--- config.mk ---
export PLATFORM = sky130hd
export DESIGN_NAME = food_placer
export DESIGN_NICKNAME = d
export VERILOG_FILES = /design/src/rtl/food_placer.sv
export SDC_FILE = /design/constraint.sdc
export NUM_CORES = 1
export LEC_CHECK = 0
export ABC_CLOCK_PERIOD_IN_PS = 9000
export CAP_MARGIN = 10
export CORE_MARGIN = 4
export CORE_UTILIZATION = 50
export DETAILED_ROUTE_END_ITERATION = 12
export GPL_TIMING_DRIVEN = 0
export MAX_ROUTING_LAYER = met4
export PLACE_DENSITY = 0.89
export SLEW_MARGIN = 20
export SYNTH_ARGS = -nofsm -noshare
export SYNTH_HDL_FRONTEND = slang
export SYNTH_SLANG_ARGS = --single-unit
--- constraint.sdc ---
create_clock -name clk -period 9 [get_ports clk]
set_clock_uncertainty 0.2 [all_clocks]
set_input_delay 1.8 -clock clk [delete_from_list [all_inputs] [get_ports clk]]
set_output_delay 1.8 -clock clk [all_outputs]
set_load 0.1 [all_outputs]
--- src/rtl/food_placer.sv ---
// Food grid generator: one cell per cycle in a main pass, then an
// optional crux pass that drops one crux cell per non-player quadrant.
module food_placer #(
   parameter int COLS       = 10,
   parameter int ROWS       = 15,
   parameter int RARE_PROB  = 13,
   parameter int EMPTY_PROB = 0,
   parameter int CRUX_EN    = 1
) (
   input  logic                                clk,
   input  logic                                rst_n,
   input  logic                                start,
   input  logic [1:0]                          player_quad,
   input  logic [7:0]                          rnd,
   output logic [2*COLS*ROWS-1:0]              food,
   output logic                                busy,
   output logic                                done,
   output logic [$clog2(COLS*ROWS+1)-1:0]      rare_count
);

   localparam int N   = COLS * ROWS;
   localparam int QW  = COLS / 2;
   localparam int QH  = ROWS / 2;
   localparam int XO  = COLS - QW;
   localparam int YO  = ROWS - QH;
   localparam int CBX = $clog2(QW);
   localparam int CBY = $clog2(QH);
   localparam int IW  = $clog2(N);
   localparam int RW  = $clog2(N + 1);

   typedef enum logic [2:0] {
      IDLE,
      MAIN,
      CRUX_X,
      CRUX_Y,
      DONE
   } state_t;

   state_t           r_state;
   state_t           w_nstate;
   logic [IW-1:0]    r_idx;
   logic [IW-1:0]    w_idx;
   logic [RW-1:0]    r_rare;
   logic [RW-1:0]    w_rare;
   logic [1:0]       r_skip;
   logic [1:0]       w_skip;
   logic [1:0]       r_q;
   logic [1:0]       w_q;
   logic [3:0]       r_rej;
   logic [3:0]       w_rej;
   logic [CBX-1:0]   r_cx;
   logic [CBX-1:0]   w_cx;
   logic [CBY-1:0]   w_cy;
   logic             w_acc;
   logic             w_wr;
   logic [1:0]       w_wdat;
   logic [IW-1:0]    w_waddr;
   logic [2*N-1:0]   r_food;
   logic [CBX-1:0]   w_cand_x;
   logic [CBY-1:0]   w_cand_y;

   assign w_cand_x = rnd[CBX-1:0];
   assign w_cand_y = rnd[CBY-1:0];

   always_comb begin
      w_nstate = r_state;
      w_idx    = r_idx;
      w_rare   = r_rare;
      w_skip   = r_skip;
      w_q      = r_q;
      w_rej    = r_rej;
      w_cx     = r_cx;
      w_cy     = '0;
      w_acc    = 1'b0;
      w_wr     = 1'b0;
      w_wdat   = 2'b00;
      w_waddr  = r_idx;
      unique case (r_state)
         IDLE: begin
            if (start) begin
               w_nstate = MAIN;
               w_skip   = player_quad;
               w_idx    = '0;
               w_rare   = '0;
            end
         end
         MAIN: begin
            w_wr = 1'b1;
            if (int'(rnd) < RARE_PROB) begin
               w_wdat = 2'b10;
               w_rare = r_rare + RW'(1);
            end else if (int'(rnd) >= 256 - EMPTY_PROB) begin
               w_wdat = 2'b00;
            end else begin
               w_wdat = 2'b01;
            end
            if (r_idx == IW'(N - 1)) begin
               w_idx = '0;
               w_q   = 2'd0;
               w_rej = 4'd0;
               w_nstate = (CRUX_EN != 0) ? CRUX_X : DONE;
            end else begin
               w_idx = r_idx + IW'(1);
            end
         end
         CRUX_X: begin
            if (r_q == r_skip) begin
               w_rej = 4'd0;
               if (r_q == 2'd3) w_nstate = DONE;
               else             w_q = r_q + 2'd1;
            end else if (int'(w_cand_x) < QW) begin
               w_cx     = w_cand_x;
               w_rej    = 4'd0;
               w_nstate = CRUX_Y;
            end else if (r_rej == 4'd8) begin
               // Fold back into range so placement always terminates
               w_cx     = w_cand_x - CBX'(QW);
               w_rej    = 4'd0;
               w_nstate = CRUX_Y;
            end else begin
               w_rej = r_rej + 4'd1;
            end
         end
         CRUX_Y: begin
            if (int'(w_cand_y) < QH) begin
               w_acc = 1'b1;
               w_cy  = w_cand_y;
            end else if (r_rej == 4'd8) begin
               w_acc = 1'b1;
               w_cy  = w_cand_y - CBY'(QH);
            end else begin
               w_rej = r_rej + 4'd1;
            end
            if (w_acc) begin
               w_wr    = 1'b1;
               w_wdat  = 2'b11;
               w_waddr = IW'((YO * int'(r_q[1]) + int'(w_cy)) * COLS
                             + XO * int'(r_q[0]) + int'(r_cx));
               w_rej   = 4'd0;
               if (r_q == 2'd3) begin
                  w_nstate = DONE;
               end else begin
                  w_q      = r_q + 2'd1;
                  w_nstate = CRUX_X;
               end
            end
         end
         DONE: begin
            w_nstate = IDLE;
         end
         default: begin
            w_nstate = IDLE;
         end
      endcase
   end

   always_ff @(posedge clk or negedge rst_n) begin
      if (!rst_n) begin
         r_state <= IDLE;
         r_idx   <= '0;
         r_rare  <= '0;
         r_skip  <= 2'd0;
         r_q     <= 2'd0;
         r_rej   <= 4'd0;
         r_cx    <= '0;
         r_food  <= '0;
      end else begin
         r_state <= w_nstate;
         r_idx   <= w_idx;
         r_rare  <= w_rare;
         r_skip  <= w_skip;
         r_q     <= w_q;
         r_rej   <= w_rej;
         r_cx    <= w_cx;
         if (w_wr) r_food[{w_waddr, 1'b0} +: 2] <= w_wdat;
      end
   end

   assign food       = r_food;
   assign busy       = (r_state != IDLE);
   assign done       = (r_state == DONE);
   assign rare_count = r_rare;

endmodule

* After elaboration in Yosys (flattened, before gate mapping) *
Cells that the tools add are included.

word-level totals
  register bits after elaboration = 330
  output and inout bits = 310
  logic and storage cells = 98

operators by class
  add/sub/neg operators = 10
  multiply operators = 2
  magnitude comparators = 3
  equality and inequality tests = 17
  shift-type cells = 2
  mux-type cells = 43
  bitwise gates (word level) = 1
  reduce and logical (&&, ||, !) cells = 12

operators by type and width
  operator                                                                   number
  300-bit bitwise mux                                                        1
  2-bit by 11-bit variable shift with 300-bit output (first input constant)  1
  2-bit by 11-bit indexed part select with 300-bit output                    1
  8-bit 2-to-1 mux                                                           5
  3-bit 2-to-1 mux                                                           13
  8-bit one-hot mux with 2 select lines                                      2
  4-bit 2-to-1 mux                                                           7
  8-bit by 1-bit adder with 8-bit output (second input constant)             2
  2-bit 2-to-1 mux                                                           6
  3-bit one-hot mux with 4 select lines                                      1
  4-bit one-hot mux with 3 select lines                                      1
  9-bit negation with 11-bit output                                          1
  2-bit inequality test (second input constant)                              5
  3-bit inequality test (second input constant)                              3
  8-bit by 3-bit adder with 8-bit output                                     1
  8-bit by 4-bit adder with 8-bit output                                     1
  8-bit equality test (second input constant)                                1
  8-bit by 4-bit < comparator with 1-bit output (second input constant)      1
  4-bit AND reduction                                                        2
  5-bit by 3-bit multiplier with 7-bit output (second input constant)        1
  3-bit by 2-bit equality test with 1-bit output (second input constant)     2
  3-bit < comparator (second input constant)                                 2
  2-bit one-hot mux with 3 select lines                                      1
  3-bit AND reduction                                                        2
  other kinds (20)                                                           27

* Longest topological paths before layout *
Gate-level depths: netlist of the first run.

  depth after elaboration = 13
  mapped depth = 19
  mapped depth without buffers = 17

* Worst setup path before layout of the first run *
No wires, ideal clock.

  kind = input -> register
  start = in rnd[0]
  end = reg r_food[170], in the netlist food[170]
  library setup time = 0.125 ns
  arrival = 5.643 ns
  required time = 8.675 ns
  path slack = 3.032 ns
  stages on the path = 16
  buffers on the path = 2
  path through = inv_1 > ha_1 > o21ai_0 > nor2_1 > fa_1 > fa_1 > or3_1 > or2_2 > mux2i_1 > nor2_1 > o32ai_1 > buf_2 > o211ai_2 > buf_2 > nor2_1 > mux2_2

between the ends
  cells in the longest elaborated chain, start to end = 13
  elaborated cells on any way between the ends = 23
  those cells by class = add/sub: 5; mul: 1; order compare: 2; shift: 2; mux: 13

ends and longest elaborated chain
  element                                                                                                                        line  RTL
  from (decl)                                                                                                                    14    input logic [7:0] rnd,
  3-bit subtractor                                                                                                               130   w_cy = w_cand_y - CBY'(QH);
  3-bit 2-to-1 mux                                                                                                               128   end else if (r_rej == 4'd8) begin
  3-bit 2-to-1 mux                                                                                                               125   if (int'(w_cand_y) < QH) begin
  3-bit 2-to-1 mux                                                                                                               78    unique case (r_state)
  4-bit by 3-bit adder with 5-bit output                                                                                         137   w_waddr = IW'((YO * int'(r_q[1]) + int'(w_cy)) * COLS
  5-bit by 3-bit multiplier with 7-bit output                                                                                    137
  8-bit by 4-bit adder with 8-bit output                                                                                         138   + XO * int'(r_q[0]) + int'(r_cx));
  8-bit by 3-bit adder with 8-bit output                                                                                         138
  8-bit 2-to-1 mux                                                                                                               134   if (w_acc) begin
  8-bit 2-to-1 mux                                                                                                               78
  9-bit negation with 11-bit output                                                                                              175   if (w_wr) r_food[{w_waddr, 1'b0} +: 2] <= w_wdat;
  2-bit by 11-bit indexed part select with 300-bit output or 2-bit by 11-bit variable shift with 300-bit output (tied branches)  175
  300-bit bitwise mux                                                                                                            175
  to (signal, indexed assignment)                                                                                                175
  to (decl)                                                                                                                      58    logic [2*N-1:0] r_food;

Several ways; a longest one is shown, not always the timed one. The select of a mux whose other input is x is not followed.
A chain may end at the register's enable or synchronous reset.

* Final worst setup path of the first run *
  start = in rnd[1]
  end = reg r_food[152], in the netlist food[152]

Same word-level chain as after synthesis.

==> impl_results.md, run 1 <==
- DIE HEIGHT: 181 µm
- Post-CTS setup repair buffer count: 0
- Synth Cell Area: 14900 µm²
- Sequential power share: 25.2%
- Clk root buf: clkbuf_16
- Nets: 1573
- Top-area cell type share of the netlist area: 55.3%
- Num Clock Sinks: 330
- Hold Vio Cnt, Final: 0
- Routed WL: 46500 µm
- Max stage delay cell, worst path: nor3b_1
- HP Class: register to register
- Sw Share: 53.7%
- Initial Util: 50.5%
- Worst Path Max Fanout: 10
- TritonCTS Buffers: 35
- Asr flop ratio synth: 100%
- Worst path cell trace: clkdlybuf4s50_1 -> inv_1 -> ha_1 -> o21ai_0 -> nor2_1 -> fa_1 -> fa_1 -> xor2_1 -> nor3b_1 -> mux2i_2 -> a21oi_2 -> and3_1 -> o211ai_2 -> clkbuf_1 -> nor2_1 -> mux2_2
- Non-filler cells, final: 1952
- Critical path's largest stage delay: 640 ps
- Period minus WS final: 7010 ps
- Hold-fix buffers, CTS: 0
- CP Capture Type: register
- Antenna Cells: 0
- DR WL/cell: 23.8 µm
- Initial antenna violation count: 0
- Commonest non-fill, non-tap cell in the layout: dfrtp_1
- Congestion Overflow GR: 0
- RSZ-0062 raised after global routing: no
- CTS tree: built
- Arrival time of the worst setup path: 7220 ps
- Slew Limit Fails: 0
- Placed cell areas: 18700 µm²
- Initial DRC count: 769
- Most frequent cells in the layout: dfrtp_1 (330), clkdlybuf4s50_1 (320), mux2_2 (285), nor2_1 (79), clkbuf_1 (59)
- CP Launch Type: input port
- Synth area leaders: dfrtp_1 (55%), mux2_2 (21%), nor2_1 (2.0%)
- Final setup fails: 0
- Worst-Margin Slew: 1080 ps
- Combinational power share: 56.4%
- Final worst-path cycle share: 77.9%
- Mapped Avg Cell Area: 12.7 µm²
- # rows: 63
- Top FF cell, synth: dfrtp_1
- Worst path bufs/invs: 3
- PwrDens: 390 nW/µm²
- Critical Path RT: 9210 ps
- Clock Power Share: 18.4%
- Final HPWL DP: 34000 µm
- Die ar.: 32700 µm²
- Crit Path Class: input port to register
- GRT Total Usage: 29.0%
- H-Tree Depth: 2
- Synth unique cells: 68
- VDD IR-drop max: 0.000425 V
- DRT Pass-1 Iters: 5
- Core ar.: 29600 µm²
- Vias in the first global route: 12.1k
- Relative slew slack: 27.5%
- Via count: 11.3k
- Syn Inst Count: 1178
- Reg clk slew, reported paths: 60 ps
- Post-CTS sizing: 0
- Layout cells sized above 1: 25.6%
- Placed cells: 1892
- Global-route wire length before repair: 72200 µm
- Sum of negative setup slack: 0 ps
- DRC viols: 0
- RePlAce Congestion: 0.913
- Max cap viols: 0
- Fmax: 143 MHz
- Leak: 8.97 nW
- Clock buffer depth: 3
- Largest net degree at the start of global routing: 104
- Die Wd: 181 µm
- Post-synth top area cell: dfrtp_1
- Post-layout power: 7.74 mW
- P_sw: 4.16 mW
- Routed Antenna Nets: 0
- I/O pin count: 323
- Final Cell Area: 19900 µm²
- Cell internal pwr: 3.58 mW
- Worst skew pair latency: 510 ps
- Vias/cell: 5.81
- Layout filler cell count: 2135
- Post-synth EDFFs: 0
- Layout overhead on the synthesized area: 33.0%
- FF+latch count, synth: 330
- Post-synthesis sequential area ratio: 55.3%
- Yosys warns: 0
- Port-buffer cells: 321
- Status: finished, final reports clean
- Delay-heaviest family, CP: simple AND/OR/NAND/NOR gates
- WHS: 291 ps
- Syn Nets: 1212
[layout make-up]
cell class | count | area [µm²] | area share (%)
Sequential cell | 330 | 8260 | 41.6
Multi-Input combinational cell | 765 | 6330 | 31.9
Timing Repair Buffer | 324 | 3300 | 16.6
Clock buffer | 51 | 1040 | 5.23
Tap cell | 390 | 488 | 2.46
Buffer | 69 | 298 | 1.50
Clock inverter | 9 | 92.6 | 0.466
Inverter | 14 | 52.6 | 0.265
[state kept, by name, indices dropped and copies added, names as in the netlist]
signal      flops
r_state         3
r_skip          2
r_rej           4
rare_count      8
r_q             2
food          300
r_cx            3
r_idx           8
[synth_stat cells (all sizes together), types with 7 or more instances]
library cell  instances
nand3                50
or3                  25
clkbuf               51
or2                   7
mux2i                 7
nand2b                8
and3                  9
nand4                13
xor2                  9
ha                   18
nor4                  8
nor3                 64
inv                  14
nor2                 79
a21oi                15
buf                  18
dfrtp               330
o21ai                31
nand2                37
mux2                309
[cell families after synthesis]
logic type      count (synthesis)  share of synthesized area (%)
xor+xnor                       15                          0.880
mux                           316                           23.9
simple gates                  322                           11.4
flops                         330                           55.3
buf+inv                        83                           2.35
fa+ha+maj                      21                           1.91
compound gates                 91                           4.27
[routing by layer]
| metal | share of wire [%] | up-vias | track usage [%] |
|---|---|---|---|
| met1 | 39 | 5759 | 35.3 |
| met3 | 8.4 | 136 | 8.11 |
| met4 | 4.6 | 0 | 11.1 |
| met2 | 48 | 481 | 46.3 |
| met5 | 0 | - | - |
| li1 | - | 4973 | - |
[worst register-to-register path: stages (launching register included)]
cell and delay (ps):
dfrtp_1 400, inv_1 60, ha_1 200, and3b_1 240, nor2_1 240, nor2_1 130
fa_1 490, fa_1 440, xor2_1 270, nor3b_1 640, mux2i_2 330, a21oi_2 280
and3_1 320, o211ai_2 260, clkbuf_1 350, nor2_1 320, mux2_2 390
[final timing paths]
kind                       startpoint  cells after the start  slack [ps]        end
min                          food[94]                      1         290   food[94]
max in group asynchronous       rst_n                      3        6380  food[110]
max reg2reg                  r_rej[0]                     16        3350  food[152]
min in group asynchronous       rst_n                      1         930   food[29]
min reg2reg                  food[94]                      1         290   food[94]
max                            rnd[1]                     16        1990  food[152]
[power groups by stage]
stage | registers, mW | clock network (mW) | logic, mW
final | 1.95 | 1.43 | 4.36
after CTS | 1.95 | 1.45 | 4.33
after floorplan | 3.68 | 0 | 1.35
after detailed placement | 1.97 | 0 | 4.31
after global placement | 1.95 | 0 | 4.25
after global routing | 1.98 | 1.51 | 4.55
[metrics by stage]
stage | util [%] | worst slack, ps
final | 67.2 | 1990
after global routing | 67.2 | 1730
after CTS | 67.2 | 2100
after detailed placement | 63.3 | 1600
after global placement | 63.0 | -7660
after floorplan | - | 3030
No activity file was read; power rests on OpenSTA's default activity.
==> run 2: changes to the inputs <==
--- a/config.mk
+++ b/config.mk
@@ -5,14 +5,14 @@
 export SDC_FILE = /design/constraint.sdc
 export NUM_CORES = 1
 export LEC_CHECK = 0
-export ABC_CLOCK_PERIOD_IN_PS = 9000
+export ABC_CLOCK_PERIOD_IN_PS = 6100
 export CAP_MARGIN = 10
 export CORE_MARGIN = 4
-export CORE_UTILIZATION = 50
+export CORE_UTILIZATION = 46
 export DETAILED_ROUTE_END_ITERATION = 12
 export GPL_TIMING_DRIVEN = 0
 export MAX_ROUTING_LAYER = met4
-export PLACE_DENSITY = 0.89
+export PLACE_DENSITY = 0.86
 export SLEW_MARGIN = 20
 export SYNTH_ARGS = -nofsm -noshare
 export SYNTH_HDL_FRONTEND = slang
==> constraint.sdc (replaced) <==
create_clock -name clk -period 6.1 [get_ports clk]
set_clock_uncertainty 0.2 [all_clocks]
set_input_delay 1.22 -clock clk [delete_from_list [all_inputs] [get_ports clk]]
set_output_delay 1.22 -clock clk [all_outputs]
set_load 0.1 [all_outputs]
==> run 2 against run 1 <==
Effect of this change: sequential share of layout area is 0.81 points lower; core utilization is 3.5 points lower; via count rose by 1.3%; first-iteration DRC count fell by 11%; final area up 2.0%; sequential power grew 47%; highest routed layer unchanged.
==> impl_results.md, run 2 (synthesis results as in run 1) <==
- Setup slack after layout: 427 ps (was 1990 ps)
- Relative slew slack: 25.3% (was 27.5%)
- Slew Limit Fails: 0 (unchanged)
- Fmax: 176 MHz
- RSZ-0062 raised after global routing: no (unchanged)
- GRT Total Usage: 27.0% (was 29.0%)
- Hold Crit Depth: 1 (unchanged)
- Routed Antenna Nets: 0 (unchanged)
- Layout filler cell count: 2360 (was 2135)
- Clk root buf: clkbuf_16 (unchanged)
- Layout cells sized above 1: 27.5% (was 25.6%)
- WHS: 290 ps (was 291 ps)
- Initial DRC count: 687 (was 769)
- Hold Vio Cnt, Final: 0 (unchanged)
- DRC viols: 0 (unchanged)
- CP Capture Type: register (unchanged)
- Layout overhead on the synthesized area: 35.6% (was 33.0%)
- Worst reg-to-reg setup slack: 740 ps (was 3350 ps)
- H-Tree Depth: 2 (unchanged)
- Critical Path RT: 6300 ps (was 9210 ps)
- Clock buffer depth: 3 (unchanged)
- Initial Util: 47.0% (was 50.5%)
- Area occupied by multi-input gates: 6490 µm² (was 6330 µm²)
- Reg clk slew, reported paths: 60 ps (about the same)
- Antenna Cells: 0 (unchanged)
- PwrDens: 579 nW/µm² (was 390 nW/µm²)
- Vias/cell: 5.71 (was 5.81)
- VDD IR-drop max: 0.000498 V (was 0.000425 V)
- DIE HEIGHT: 188 µm (was 181 µm)
- Leak: 9.12 nW (was 8.97 nW)
- Period minus WS final: 5670 ps
- Crit Path Class: input port to register (unchanged)
- RePlAce Congestion: 0.916 (was 0.913)
- Max cap viols: 0 (unchanged)
- DRT Pass-1 Iters: 5 (unchanged)
- CTS tree: built (unchanged)
- Global-route wire length before repair: 73100 µm (was 72200 µm)
- Vias in the first global route: 12.2k (was 12.1k)
- Num Clock Sinks: 330 (unchanged)
- Crit path to: food[30] (was food[152])
- Status: finished, final reports clean (unchanged)
- Routed WL: 47400 µm (was 46500 µm)
- Final setup fails: 0 (unchanged)
- TritonCTS Buffers: 36 (was 35)
- Reg2reg start: r_rej[0] (unchanged)
- HP Class: register to register (unchanged)
- I/O pin count: 323 (unchanged)
- Nets: 1588 (was 1573)
- Via count: 11.5k (was 11.3k)
- Largest net degree at the start of global routing: 102 (was 104)
- Most frequent cells in the layout: dfrtp_1 (330), clkdlybuf4s50_1 (318), mux2_2 (285), nor2_1 (76), clkbuf_1 (58) (was dfrtp_1 (330), clkdlybuf4s50_1 (320), mux2_2 (285), nor2_1 (79), clkbuf_1 (59))
- # rows: 65 (was 63)
- Port-buffer cells: 321 (unchanged)
- Flip-flop count of the largest register after layout: 300 (unchanged)
- R2R depth: 17 (was 16)
- Arrival time of the worst setup path: 5880 ps (was 7220 ps)
- Final HPWL DP: 34300 µm (was 34000 µm)
- CP startpoint: rnd[1] (unchanged)
- Worst-Margin Slew: 1120 ps (was 1080 ps)
- Congestion Overflow GR: 0 (unchanged)
- Final worst-path cycle share: 93.0%
- Initial antenna violation count: 0 (unchanged)
- Reg area: 8260 µm² (unchanged)
- Die ar.: 35400 µm² (was 32700 µm²)
- Die Wd: 188 µm (was 181 µm)
- Core ar.: 31800 µm² (was 29600 µm²)
- Commonest non-fill, non-tap cell in the layout: dfrtp_1 (unchanged)
- DR WL/cell: 23.6 µm (was 23.8 µm)
- Final Util: 63.7% (was 67.2%)
- CP Launch Type: input port (unchanged)
- Worst skew pair latency: 520 ps (was 510 ps)
- Placed cell areas: 18800 µm² (was 18700 µm²)
- Worst Path Max Fanout: 10 (unchanged)
- Final Cell Area: 20300 µm² (was 19900 µm²)
- Post-Place Worst Slack: -687 ps (was 1600 ps)
- RR Endpoint: food[30] (was food[152])
## run 2: cell types whose count changed in the layout (fill, tap and decap cells not counted), moves of 3 or more
cell / delta
clkinvlp_4: -3
nor2_2: +3
nor2_1: -3
buf_4: +16
bufinv_16: +3
nor4_1: -4
## run 2: worst min path at each step
stage,end,start
3_3_place_gp,food[30],food[30]
5_1_grt,food[95],food[95]
4_1_cts,food[95],food[95]
3_5_place_dp,food[30],food[30]
6_report,food[95],food[95]
2_1_floorplan,r_rej[3],r_rej[3]
## run 2: layout make-up
| type | count | area share [%] |
|---|---|---|
| buffer | 69 | 1.53 |
| multi-input combinational | 765 | 32.0 |
| tap | 435 | 2.69 |
| sequential | 330 | 40.8 |
| clock buffer | 51 | 4.97 |
| clock inverter | 10 | 0.908 |
| timing repair buffer | 338 | 16.8 |
| inverter | 14 | 0.259 |
## run 2: per-stage QoR
| stage | instances | total power [mW] | TNS, ps |
|---|---|---|---|
| after global routing | 2012 | 12.2 | 0 |
| after detailed placement | 1937 | 9.27 | -120650 |
| after global placement | 1934 | 9.18 | -3457730 |
| final | 2012 | 11.7 | 0 |
| after CTS | 2006 | 11.6 | 0 |
| after floorplan | 1178 | 7.42 | 0 |
## run 2: power by group
group	switching (mW)	internal [mW]	leakage [nW]
Sequential	0.282	2.59	4.57
Clock	0.900	1.33	0.581
Combinational	5.09	1.54	3.96
## run 2: per-layer routing
metal,global-route usage (%),vias up,share of wire (%)
li1,-,4994,-
met1,33.7,5851,41
met2,42.6,510,47
met3,7.43,140,8.2
met4,9.91,0,4.5
met5,-,-,0
## run 2: worst max-delay path, cell delays in order
cell            delay, ps
dlymetal6s2s_1        240
inv_1                 110
ha_1                  300
o21ai_0               170
nor2_1                 90
fa_1                  550
fa_1                  500
or3_1                 440
or2_2                 320
mux2_2                310
a22o_1                240
mux2i_2               270
o21a_2                270
buf_6                 190
buf_6                 180
nor3_2                 80
mux2_1                370
## run 2: timing repair
item / in CTS / in global routing
gates resized for setup: 14 / 22
hold buffers: 0 / 0
setup buffers: 8 / 6
pin swaps: 0 / 3
setup endpoints to repair: 72 / 262
==> run 3: changes to the inputs <==
--- a/config.mk
+++ b/config.mk
@@ -13,6 +13,7 @@
 export GPL_TIMING_DRIVEN = 0
 export MAX_ROUTING_LAYER = met4
 export PLACE_DENSITY = 0.86
+export SETUP_SLACK_MARGIN = 0.2
 export SLEW_MARGIN = 20
 export SYNTH_ARGS = -nofsm -noshare
 export SYNTH_HDL_FRONTEND = slang
==> run 3 against run 2 <==
Effect of this change: sequential share of layout area is 0.12 points lower; clock-buffer cell count unchanged; register-to-register slack barely moved; power is 0.61% higher; via count decreased by 0.29%; global-route usage increased by 0.21 points; setup slack worse by 93 ps; final cell count grew 0.15%; first-iteration DRC count decreased by 10%; non-clock buffer count grew 3; core utilization increased by 0.18 points; final area increased by 0.28%; critical path type unchanged; largest cell class unchanged; largest power group unchanged; highest routed layer unchanged.
==> impl_results.md, run 3 (synthesis results as in run 1) <==
- Congestion Overflow GR: 0 (unchanged)
- Die Wd: 188 µm (unchanged)
- Final setup fails: 0 (unchanged)
- DIE HEIGHT: 188 µm (unchanged)
- DRT Pass-1 Iters: 5 (unchanged)
- RePlAce Congestion: 0.916 (unchanged)
- Arrival time of the worst setup path: 5960 ps (was 5880 ps)
- Slew Limit Fails: 0 (unchanged)
- Placed cells: 1937 (unchanged)
- Crit Path Class: input port to register (unchanged)
- Non-filler cells, final: 2015 (was 2012)
- TritonCTS Buffers: 36 (unchanged)
- Critical Path RT: 6300 ps (about the same)
- Layout overhead on the synthesized area: 36.0% (was 35.6%)
- Clock buffer depth: 3 (unchanged)
- Antenna Cells: 0 (unchanged)
- Initial Util: 47.0% (unchanged)
- Vias/cell: 5.69 (was 5.71)
- CP Launch Type: input port (unchanged)
- Port-buffer cells: 321 (unchanged)
- Max stage delay cell, worst path: or3_1 (was fa_1)
- Worst skew pair latency: 520 ps (about the same)
- Die ar.: 35400 µm² (unchanged)
- Met2 WL: 22200 µm (was 22100 µm)
- Reg clk slew, reported paths: 60 ps (about the same)
- VDD IR-drop max: 0.000501 V (was 0.000498 V)
- Via count: 11.5k (about the same)
- Period minus WS final: 5770 ps (was 5670 ps)
- Status: finished, final reports clean (unchanged)
- Vias in the first global route: 12.3k (was 12.2k)
- Commonest non-fill, non-tap cell in the layout: dfrtp_1 (unchanged)
- Final worst-path cycle share: 94.5% (was 93.0%)
- Top Metal Used: met4 (unchanged)
- CP Capture Type: register (unchanged)
- Met1 Wirelength: 19200 µm (was 19300 µm)
- DRC viols: 0 (unchanged)
- # rows: 65 (unchanged)
- Core ar.: 31800 µm² (unchanged)
- Global-route wire length before repair: 73700 µm (was 73100 µm)
- Routed WL: 47500 µm (was 47400 µm)
- GRT Total Usage: 27.2% (was 27.0%)
- Nets: 1591 (was 1588)
- Delay-heaviest family, CP: simple AND/OR/NAND/NOR gates (was adder cells)
- Worst-Margin Slew: 1100 ps (was 1120 ps)
- Routed Antenna Nets: 0 (unchanged)
- PwrDens: 581 nW/µm² (was 579 nW/µm²)
- Hold Vio Cnt, Final: 0 (unchanged)
- H-Tree Depth: 2 (unchanged)
- Worst Path Max Fanout: 7 (was 10)
- Layout cells sized above 1: 28.4% (was 27.5%)
- Leak: 9.12 nW (about the same)
- Worst path cell trace: dlygate4sd2_1 -> inv_1 -> ha_1 -> o21ai_0 -> nor2_1 -> fa_1 -> fa_1 -> or3_1 -> nand2_1 -> a21oi_1 -> nor2_1 -> nand3_1 -> or3_1 -> mux2_1 (was dlymetal6s2s_1 -> inv_1 -> ha_1 -> o21ai_0 -> nor2_1 -> fa_1 -> fa_1 -> or3_1 -> or2_2 -> mux2_2 -> a22o_1 -> mux2i_2 -> o21a_2 -> buf_6 -> buf_6 -> nor3_2 -> mux2_1)
- Initial antenna violation count: 1 (was 0)
- Met3 wire length: 4040 µm (was 3860 µm)
- Max cap viols: 0 (unchanged)
- Worst path bufs/invs: 2 (was 4)
- Final Cell Area: 20300 µm² (about the same)
- Flip-flop count of the largest register after layout: 300 (unchanged)
- Final HPWL DP: 34300 µm (unchanged)
- Placed cell areas: 18800 µm² (unchanged)
- I/O pin count: 323 (unchanged)
- Most frequent cells in the layout: dfrtp_1 (330), clkdlybuf4s50_1 (318), mux2_2 (285), nor2_1 (76), clkbuf_1 (57) (was dfrtp_1 (330), clkdlybuf4s50_1 (318), mux2_2 (285), nor2_1 (76), clkbuf_1 (58))
- Largest net degree at the start of global routing: 102 (unchanged)
- Relative slew slack: 26.5% (was 25.3%)
- RSZ-0062 raised after global routing: yes (was no)
- Initial DRC count: 618 (was 687)
- HP Class: register to register (unchanged)
- Num Clock Sinks: 330 (unchanged)
- CTS tree: built (unchanged)
- Clk root buf: clkbuf_16 (unchanged)
- Critical path's largest stage delay: 650 ps (was 550 ps)
- Fmax: 173 MHz (was 176 MHz)
- DR WL/cell: 23.6 µm (about the same)
-- run 3: worst paths after layout --
| kind | end | start | cells past startpoint | slack, ps |
|---|---|---|---|---|
| max | food[202] | rnd[0] | 14 | 330 |
| min in group asynchronous | food[275] | rst_n | 1 | 460 |
| max in group asynchronous | food[172] | rst_n | 3 | 4020 |
| min | food[95] | food[95] | 1 | 290 |
| max reg2reg | food[202] | r_rej[0] | 14 | 750 |
| min reg2reg | food[95] | food[95] | 1 | 290 |
-- run 3: report_power, final --
part           internal [mW]  total [mW]  leakage, nW  switching, mW
sequential              2.59        2.87         4.57          0.283
combinational           1.58        6.70         3.96           5.11
clock                   1.33        2.23        0.581          0.904
total                   5.50        11.8         9.12           6.30
-- run 3: final cells by class --
| cell class | count | area (µm²) |
|---|---|---|
| Fill cell | 2352 | 11500 |
| Sequential cell | 330 | 8260 |
| Multi-Input combinational cell | 765 | 6520 |
| Timing Repair Buffer | 341 | 3420 |
| Clock buffer | 51 | 1010 |
| Tap cell | 435 | 544 |
| Buffer | 69 | 320 |
| Clock inverter | 10 | 184 |
| Inverter | 14 | 52.6 |
-- run 3: through the flow --
stage / setup TNS, ps / setup WS (ps) / hold WS [ps] / power [mW] / util [%]
after global placement: -3457730 / -10150 / 270 / 9.18 / 58.8
after global routing: 0 / 154 / 299 / 12.3 / 63.9
final: 0 / 333 / 289 / 11.8 / 63.9
after CTS: 0 / 338 / 295 / 11.7 / 63.7
after floorplan: 0 / 712 / 260 / 7.42 / -
after detailed placement: -120650 / -687 / 279 / 9.27 / 59.1
-- run 3: timing repair --
action                     in CTS  in global routing
pin swaps                       6                  1
resized for setup              38                 11
hold buffers                    0                  0
setup buffers                  16                  1
setup endpoints to repair     259                121
cloned                          0                  0
-- run 3: routing by layer --
layer	GRT usage, %	vias up
met5	-	-
met4	9.94	0
met3	7.35	110
met2	42.7	505
met1	34.2	5854
li1	-	4993
